**config.mk**
```make
export PLATFORM = sky130hd
export DESIGN_NAME = biriscv_divider
export DESIGN_NICKNAME = d
export VERILOG_FILES = /design/src/rtl/biriscv_divider_pkg.sv /design/src/rtl/biriscv_divider.sv
export SDC_FILE = /design/constraint.sdc
export NUM_CORES = 1
export LEC_CHECK = 0
export ABC_AREA = 1
export CORE_MARGIN = 8
export CORE_UTILIZATION = 59
export DETAILED_ROUTE_END_ITERATION = 8
export GPL_ROUTABILITY_DRIVEN = 1
export PLACE_DENSITY = 0.82
export SKIP_LAST_GASP = 1
export SLEW_MARGIN = 10
export SYNTH_ARGS = -nofsm -noshare
export SYNTH_HDL_FRONTEND = slang
export SYNTH_SLANG_ARGS = --single-unit
```
**constraint.sdc**
```tcl
create_clock -name clk_i -period 4.3 [get_ports clk_i]
set_clock_uncertainty 0.05 [all_clocks]
set_input_delay 0.86 -clock clk_i [delete_from_list [all_inputs] [get_ports clk_i]]
set_output_delay 0.86 -clock clk_i [all_outputs]
set_load 0.01 [all_outputs]
```
**src/rtl/biriscv_divider_pkg.sv**
```systemverilog
`default_nettype none
// ============================================================================
// Module  : biriscv_divider_pkg
// Purpose : Shared types and instruction match/mask constants for the RV32M
//           DIV/DIVU/REM/REMU out-of-pipe divider.
// Contents: div_state_t  - divider FSM state encoding
//           INST_*       - match/mask pairs for the four divide opcodes
//           is_divrem()  - decode helper (any of DIV/DIVU/REM/REMU)
// Revision: 1.0 - initial release
// ============================================================================
package biriscv_divider_pkg;

   typedef enum logic [1:0] {
      ST_IDLE = 2'd0,
      ST_BUSY = 2'd1,
      ST_DONE = 2'd2
   } div_state_t;

   // Individual encodings: funct7=0000001, major opcode=0110011.
   localparam logic [31:0] INST_DIV       = 32'h0200_4033;
   localparam logic [31:0] INST_DIV_MASK  = 32'hfe00_707f;
   localparam logic [31:0] INST_DIVU      = 32'h0200_5033;
   localparam logic [31:0] INST_DIVU_MASK = 32'hfe00_707f;
   localparam logic [31:0] INST_REM       = 32'h0200_6033;
   localparam logic [31:0] INST_REM_MASK  = 32'hfe00_707f;
   localparam logic [31:0] INST_REMU      = 32'h0200_7033;
   localparam logic [31:0] INST_REMU_MASK = 32'hfe00_707f;

   // All four share funct3[2]=1, so a single compare ignoring funct3[1:0]
   // recognises the whole group.
   localparam logic [31:0] INST_DIVREM_MATCH = 32'h0200_4033;
   localparam logic [31:0] INST_DIVREM_MASK  = 32'hfe00_407f;

   function automatic logic is_divrem(input logic [31:0] inst);
      return (inst & INST_DIVREM_MASK) == INST_DIVREM_MATCH;
   endfunction

endpackage : biriscv_divider_pkg
`default_nettype wire

```
**src/rtl/biriscv_divider.sv**
```systemverilog
`default_nettype none
// ============================================================================
// Module  : biriscv_divider
// Purpose : Iterative radix-2 restoring divider for RV32M DIV/DIVU/REM/REMU.
//           Fixed latency: a start sampled at edge N raises writeback_valid_o
//           at edge N+33; the result is held until the next start or flush.
// Ports   : clk_i               - clock
//           rst_ni              - asynchronous active-low reset
//           opcode_valid_i      - issue strobe
//           opcode_opcode_i     - instruction word (funct3 selects op)
//           opcode_ra_operand_i - dividend (rs1)
//           opcode_rb_operand_i - divisor (rs2)
//           flush_i             - squash any operation in flight
//           busy_o              - iteration in progress
//           writeback_valid_o   - result valid (level, held)
//           writeback_value_o   - result value
// Revision: 1.0 - initial release
// ============================================================================
module biriscv_divider
   import biriscv_divider_pkg::*;
(
   input  logic        clk_i,
   input  logic        rst_ni,
   input  logic        opcode_valid_i,
   input  logic [31:0] opcode_opcode_i,
   input  logic [31:0] opcode_ra_operand_i,
   input  logic [31:0] opcode_rb_operand_i,
   input  logic        flush_i,
   output logic        busy_o,
   output logic        writeback_valid_o,
   output logic [31:0] writeback_value_o
);

   // Issue stage: the strobe and operands are registered at the sampling
   // edge, and the divider proper launches on the following edge. This keeps
   // the inputs off any output path and lines up the valid drop with E1.
   logic        start_q,      start_d;
   logic        req_signed_q, req_signed_d;
   logic        req_rem_q,    req_rem_d;
   logic [31:0] req_a_q,      req_a_d;
   logic [31:0] req_b_q,      req_b_d;

   // Iteration state
   div_state_t  state_q,      state_d;
   logic [4:0]  count_q,      count_d;
   logic [31:0] quot_q,       quot_d;
   logic [31:0] rem_q,        rem_d;
   logic [31:0] divisor_q,    divisor_d;
   logic        invert_q_q,   invert_q_d;
   logic        invert_r_q,   invert_r_d;
   logic        rem_sel_q,    rem_sel_d;
   logic [31:0] result_q,     result_d;

   // Step datapath
   logic [32:0] shifted;
   logic [32:0] trial;
   logic [31:0] step_quot;
   logic [31:0] step_rem;

   always_comb begin
      // Partial remainder is always below the divisor, so after the shift it
      // fits in 33 bits; bit 32 of the trial result is the borrow.
      shifted = {rem_q, quot_q[31]};
      trial   = shifted - {1'b0, divisor_q};
      if (!trial[32]) begin
         step_rem  = trial[31:0];
         step_quot = {quot_q[30:0], 1'b1};
      end else begin
         step_rem  = shifted[31:0];
         step_quot = {quot_q[30:0], 1'b0};
      end
   end

   always_comb begin
      start_d      = opcode_valid_i & is_divrem(opcode_opcode_i) & ~flush_i;
      req_signed_d = req_signed_q;
      req_rem_d    = req_rem_q;
      req_a_d      = req_a_q;
      req_b_d      = req_b_q;
      state_d      = state_q;
      count_d      = count_q;
      quot_d       = quot_q;
      rem_d        = rem_q;
      divisor_d    = divisor_q;
      invert_q_d   = invert_q_q;
      invert_r_d   = invert_r_q;
      rem_sel_d    = rem_sel_q;
      result_d     = result_q;

      if (opcode_valid_i) begin
         req_signed_d = ~opcode_opcode_i[12];
         req_rem_d    = opcode_opcode_i[13];
         req_a_d      = opcode_ra_operand_i;
         req_b_d      = opcode_rb_operand_i;
      end

      unique case (state_q)
         ST_IDLE, ST_DONE: begin
            // A start arriving while busy is dropped.
            if (start_q) begin
               state_d    = ST_BUSY;
               count_d    = 5'd0;
               quot_d     = (req_signed_q && req_a_q[31]) ? -req_a_q : req_a_q;
               divisor_d  = (req_signed_q && req_b_q[31]) ? -req_b_q : req_b_q;
               rem_d      = 32'd0;
               // Divide by zero keeps the all-ones quotient unsigned.
               invert_q_d = req_signed_q & (req_a_q[31] ^ req_b_q[31]) &
                            (req_b_q != 32'd0);
               invert_r_d = req_signed_q & req_a_q[31];
               rem_sel_d  = req_rem_q;
            end
         end
         ST_BUSY: begin
            quot_d  = step_quot;
            rem_d   = step_rem;
            count_d = count_q + 5'd1;
            if (count_q == 5'd31) begin
               state_d = ST_DONE;
               if (rem_sel_q) begin
                  result_d = invert_r_q ? -step_rem : step_rem;
               end else begin
                  result_d = invert_q_q ? -step_quot : step_quot;
               end
            end
         end
         default: state_d = ST_IDLE;
      endcase

      if (flush_i) begin
         state_d = ST_IDLE;
      end
   end

   always_ff @(posedge clk_i or negedge rst_ni) begin
      if (!rst_ni) begin
         start_q      <= 1'b0;
         req_signed_q <= 1'b0;
         req_rem_q    <= 1'b0;
         req_a_q      <= 32'd0;
         req_b_q      <= 32'd0;
         state_q      <= ST_IDLE;
         count_q      <= 5'd0;
         quot_q       <= 32'd0;
         rem_q        <= 32'd0;
         divisor_q    <= 32'd0;
         invert_q_q   <= 1'b0;
         invert_r_q   <= 1'b0;
         rem_sel_q    <= 1'b0;
         result_q     <= 32'd0;
      end else begin
         start_q      <= start_d;
         req_signed_q <= req_signed_d;
         req_rem_q    <= req_rem_d;
         req_a_q      <= req_a_d;
         req_b_q      <= req_b_d;
         state_q      <= state_d;
         count_q      <= count_d;
         quot_q       <= quot_d;
         rem_q        <= rem_d;
         divisor_q    <= divisor_d;
         invert_q_q   <= invert_q_d;
         invert_r_q   <= invert_r_d;
         rem_sel_q    <= rem_sel_d;
         result_q     <= result_d;
      end
   end

   assign busy_o            = (state_q == ST_BUSY);
   assign writeback_valid_o = (state_q == ST_DONE);
   assign writeback_value_o = result_q;

endmodule : biriscv_divider
`default_nettype wire
```
==> results.cfg <==
[timing]
worst_slack_ns = 0.278
setup_viol = 0
period_minus_slack_ns = 4.02
worstMarginPinSlew_ns = 1.12
maxSlewHeadroom_pct = 25.3
fmax_ghz = 0.249
slew_viol_final = 0
min_period_over_period_pct = 93.5
hold_viol_final = 0

[detailed_routing]
vias = 14700
drt-pass1-iter-count = 6
drc_errors = 0
drt_iter0_drc = 1654
ant_nets = 0
wl_per_cell_um = 17.3
postRouteWirelength_um = 44700
drt-vias-per-instance = 5.71

[placement]
place.gp.congestion = 0.979
dp_hpwl_um = 34000
io_buffer_count = 118
post-place-ws_ns = 0.120

[die]
num_io_pins = 134
fp-row-count = 57
initial_core_util_pct = 59.8
core-area_um2 = 24200
die_h_um = 173
die_w_um = 173
die-area_um2 = 29900

[finish]
layout-drive-gt1-share_pct = 7.36
num_antenna_cells = 0
final_nets = 2375
syn2layout_area_growth_pct = 15.9

[logic_synthesis]
synthArstFlopShare_pct = 100
yosys.area_share.simple_pct = 33.1
synth_compound_area_share_pct = 14.4
synthTopCellsByArea = dfrtp_1 35%, nand2_1 16%, inv_1 7.5%
synth_top_area_share_pct = 35.4
synthFlopType = dfrtp_1
synth_warnings = 0
synth_cells = 2140
yosysSeqAreaShare_pct = 35.4
syn_area_per_cell_um2 = 6.78
synth_edf_count = 0
yosys.area_share.adder_pct = 3.41
synth_area_um2 = 14500
synth_seq_cells = 205
synth_xor_area_share_pct = 3.56
syn-num-nets = 2279
muxShareOfSynthArea_pct = 0
synth_cell_types = 53
synth_top_family_by_area = simple AND/OR/NAND/NOR gates
yosys.area.top_type = dfrtp_1

[clock_tree]
clk_pin_slew_ns = 0.06
clkLatencyLatePin_ns = 0.54
clockRootBuffer = clkbuf_16
htreeDepth = 1
cts_tree = built
clockBufferDepth = 3
cts_buffers = 25
clock_sinks = 205

[worst_setup_path]
end_kind = register
reg2reg_slack_ns = 0.28
critPathLaunch = divisor_q[19]$_DFFE_PN0P_
cp_max_fo = 5
worstPathArrival_ns = 4.39
required_ns = 4.67
crit_type = register to register
r2r_end = writeback_value_o[20]$_DFFE_PN0P_
r2r-start = divisor_q[19]$_DFFE_PN0P_
rr_worst_depth = 23
start_kind = register
crit_path_end = writeback_value_o[20]$_DFFE_PN0P_

[global_route]
grt_pass1_vias = 14000
overflow = 0
grt_pass1_wl_um = 72200
track_usage_pct = 29.2
grt_max_degree = 112
antenna_found_initial = 0

[status]
status = completed

[pwr]
irDropWorstVdd_mv = 0.366
power.total_uw = 5030
power.leakage_uw = 0.00875
power.density_nw_per_um2 = 299

[job]
cap_viol_max_count = 0

[hold_path]
hold_path.class = primary input to asynchronous set/reset pin
## worst min-delay path by stage
stage / start / to / slack [ns] / depth (start not counted)
2_1_floorplan: req_rem_q$_DFFE_PN0P_ / req_rem_q$_DFFE_PN0P_ / 0.39 / 2
3_3_place_gp: req_rem_q$_DFFE_PN0P_ / req_rem_q$_DFFE_PN0P_ / 0.41 / 2
3_5_place_dp: writeback_value_o[15]$_DFFE_PN0P_ / writeback_value_o[15]$_DFFE_PN0P_ / 0.42 / 2
4_1_cts: rst_ni / rem_q[25]$_DFFE_PN0P_ / 0.41 / 1
5_1_grt: rst_ni / divisor_q[17]$_DFFE_PN0P_ / 0.44 / 1
6_report: rst_ni / rem_q[25]$_DFFE_PN0P_ / 0.37 / 1
## Yosys cell counts (5+ instances only)
| cell | count |
|---|---|
| nand2_1 | 636 |
| inv_1 | 290 |
| dfrtp_1 | 205 |
| nor2_1 | 167 |
| o21ai_0 | 163 |
| nand3_1 | 158 |
| a21oi_1 | 76 |
| clkbuf_1 | 58 |
| xor2_1 | 48 |
| ha_1 | 38 |
| nor3_1 | 33 |
| nand2_2 | 32 |
| o221ai_1 | 32 |
| nand4_1 | 30 |
| o22ai_1 | 27 |
| xnor2_1 | 11 |
| or2_2 | 10 |
| a31oi_1 | 8 |
| o21ai_1 | 8 |
| a2bb2oi_1 | 7 |
| nand2_4 | 7 |
| nor2_2 | 7 |
| o21bai_1 | 7 |
| inv_2 | 6 |
| nand3b_1 | 6 |
| nor4_1 | 6 |
| o21a_1 | 6 |
| buf_1 | 5 |
| buf_6 | 5 |
| o211ai_1 | 5 |
## power breakdown
group | switching [µW] | internal (µW)
clock network | 875 | 1210
registers | 60.2 | 1990
logic | 584 | 316
## cell usage in the layout, fill, tap and decap left out, types with 36 or more instances in the layout
master	count
o21ai_0	162
inv_1	287
a21oi_1	76
clkdlybuf4s50_1	116
xor2_1	48
dfrtp_1	205
nand3_1	157
nand2_1	635
ha_1	36
nor2_1	162
## layout make-up
class / instances / area, µm²
clock buffers: 32 / 692
clock inverters: 14 / 123
multi-input cells: 1564 / 7980
fillers: 2107 / 7420
well taps: 324 / 405
inverters: 297 / 1110
flip-flops and latches: 205 / 5130
repair buffers: 143 / 1380
## registers in the layout, summed over array words and instances (netlist names)
register and count:
divisor_q 32, quot_q 32, rem_q 32, req_a_q 32, req_b_q 32, writeback_value_o 32
count_q 5, state_q 2, invert_q_q 1, invert_r_q 1, rem_sel_q 1, req_rem_q 1
req_signed_q 1, start_q 1
## kinds of logic after synthesis
logic type,Yosys count
fa+ha+maj,39
simple gates,1109
flops,205
buf+inv,371
compound gates,357
xor+xnor,59
## timing repair
item	in CTS	in global routing
hold buffers	0	0
buffers inserted	0	2
endpoints found under the setup margin	0	10
resized for setup	0	17
## worst max-delay path, cell delays in order (launching register included)
cell	delay, ns
dfrtp_1	0.36
inv_1	0.19
ha_1	0.36
a21oi_2	0.22
nand2_1	0.10
nand2_1	0.07
nand2_1	0.10
a21oi_4	0.25
nand3_2	0.16
nand2_4	0.13
ha_4	0.14
nand3_1	0.09
inv_1	0.08
nand3_1	0.12
nor3_2	0.28
nand3_2	0.14
nor2_4	0.14
nand4_1	0.14
nand2_1	0.12
o21ai_0	0.07
a21oi_1	0.24
nor2_1	0.08
o21ai_1	0.17
nand2_1	0.09
## metal layers
| metal | global-route usage (%) | routed length (µm) |
|---|---|---|
| met5 | 0 | 0 |
| met4 | 11.2 | 1740 |
| met1 | 40.9 | 19900 |
| met3 | 3.96 | 3360 |
| met2 | 45.5 | 19700 |
## per-stage QoR
step	utilization [%]	setup TNS, ns	cell area [µm²]	hold slack, ns	cells
after floorplan	-	0	14500	0.392	2140
after global routing	69.4	-0.0369	16800	0.441	2579
after global placement	65.7	0	15900	0.411	2531
final	69.4	0	16800	0.375	2579
after detailed placement	65.7	0	15900	0.417	2531
after CTS	69.1	0	16800	0.407	2577
No activity file was read; power rests on OpenSTA's default activity.
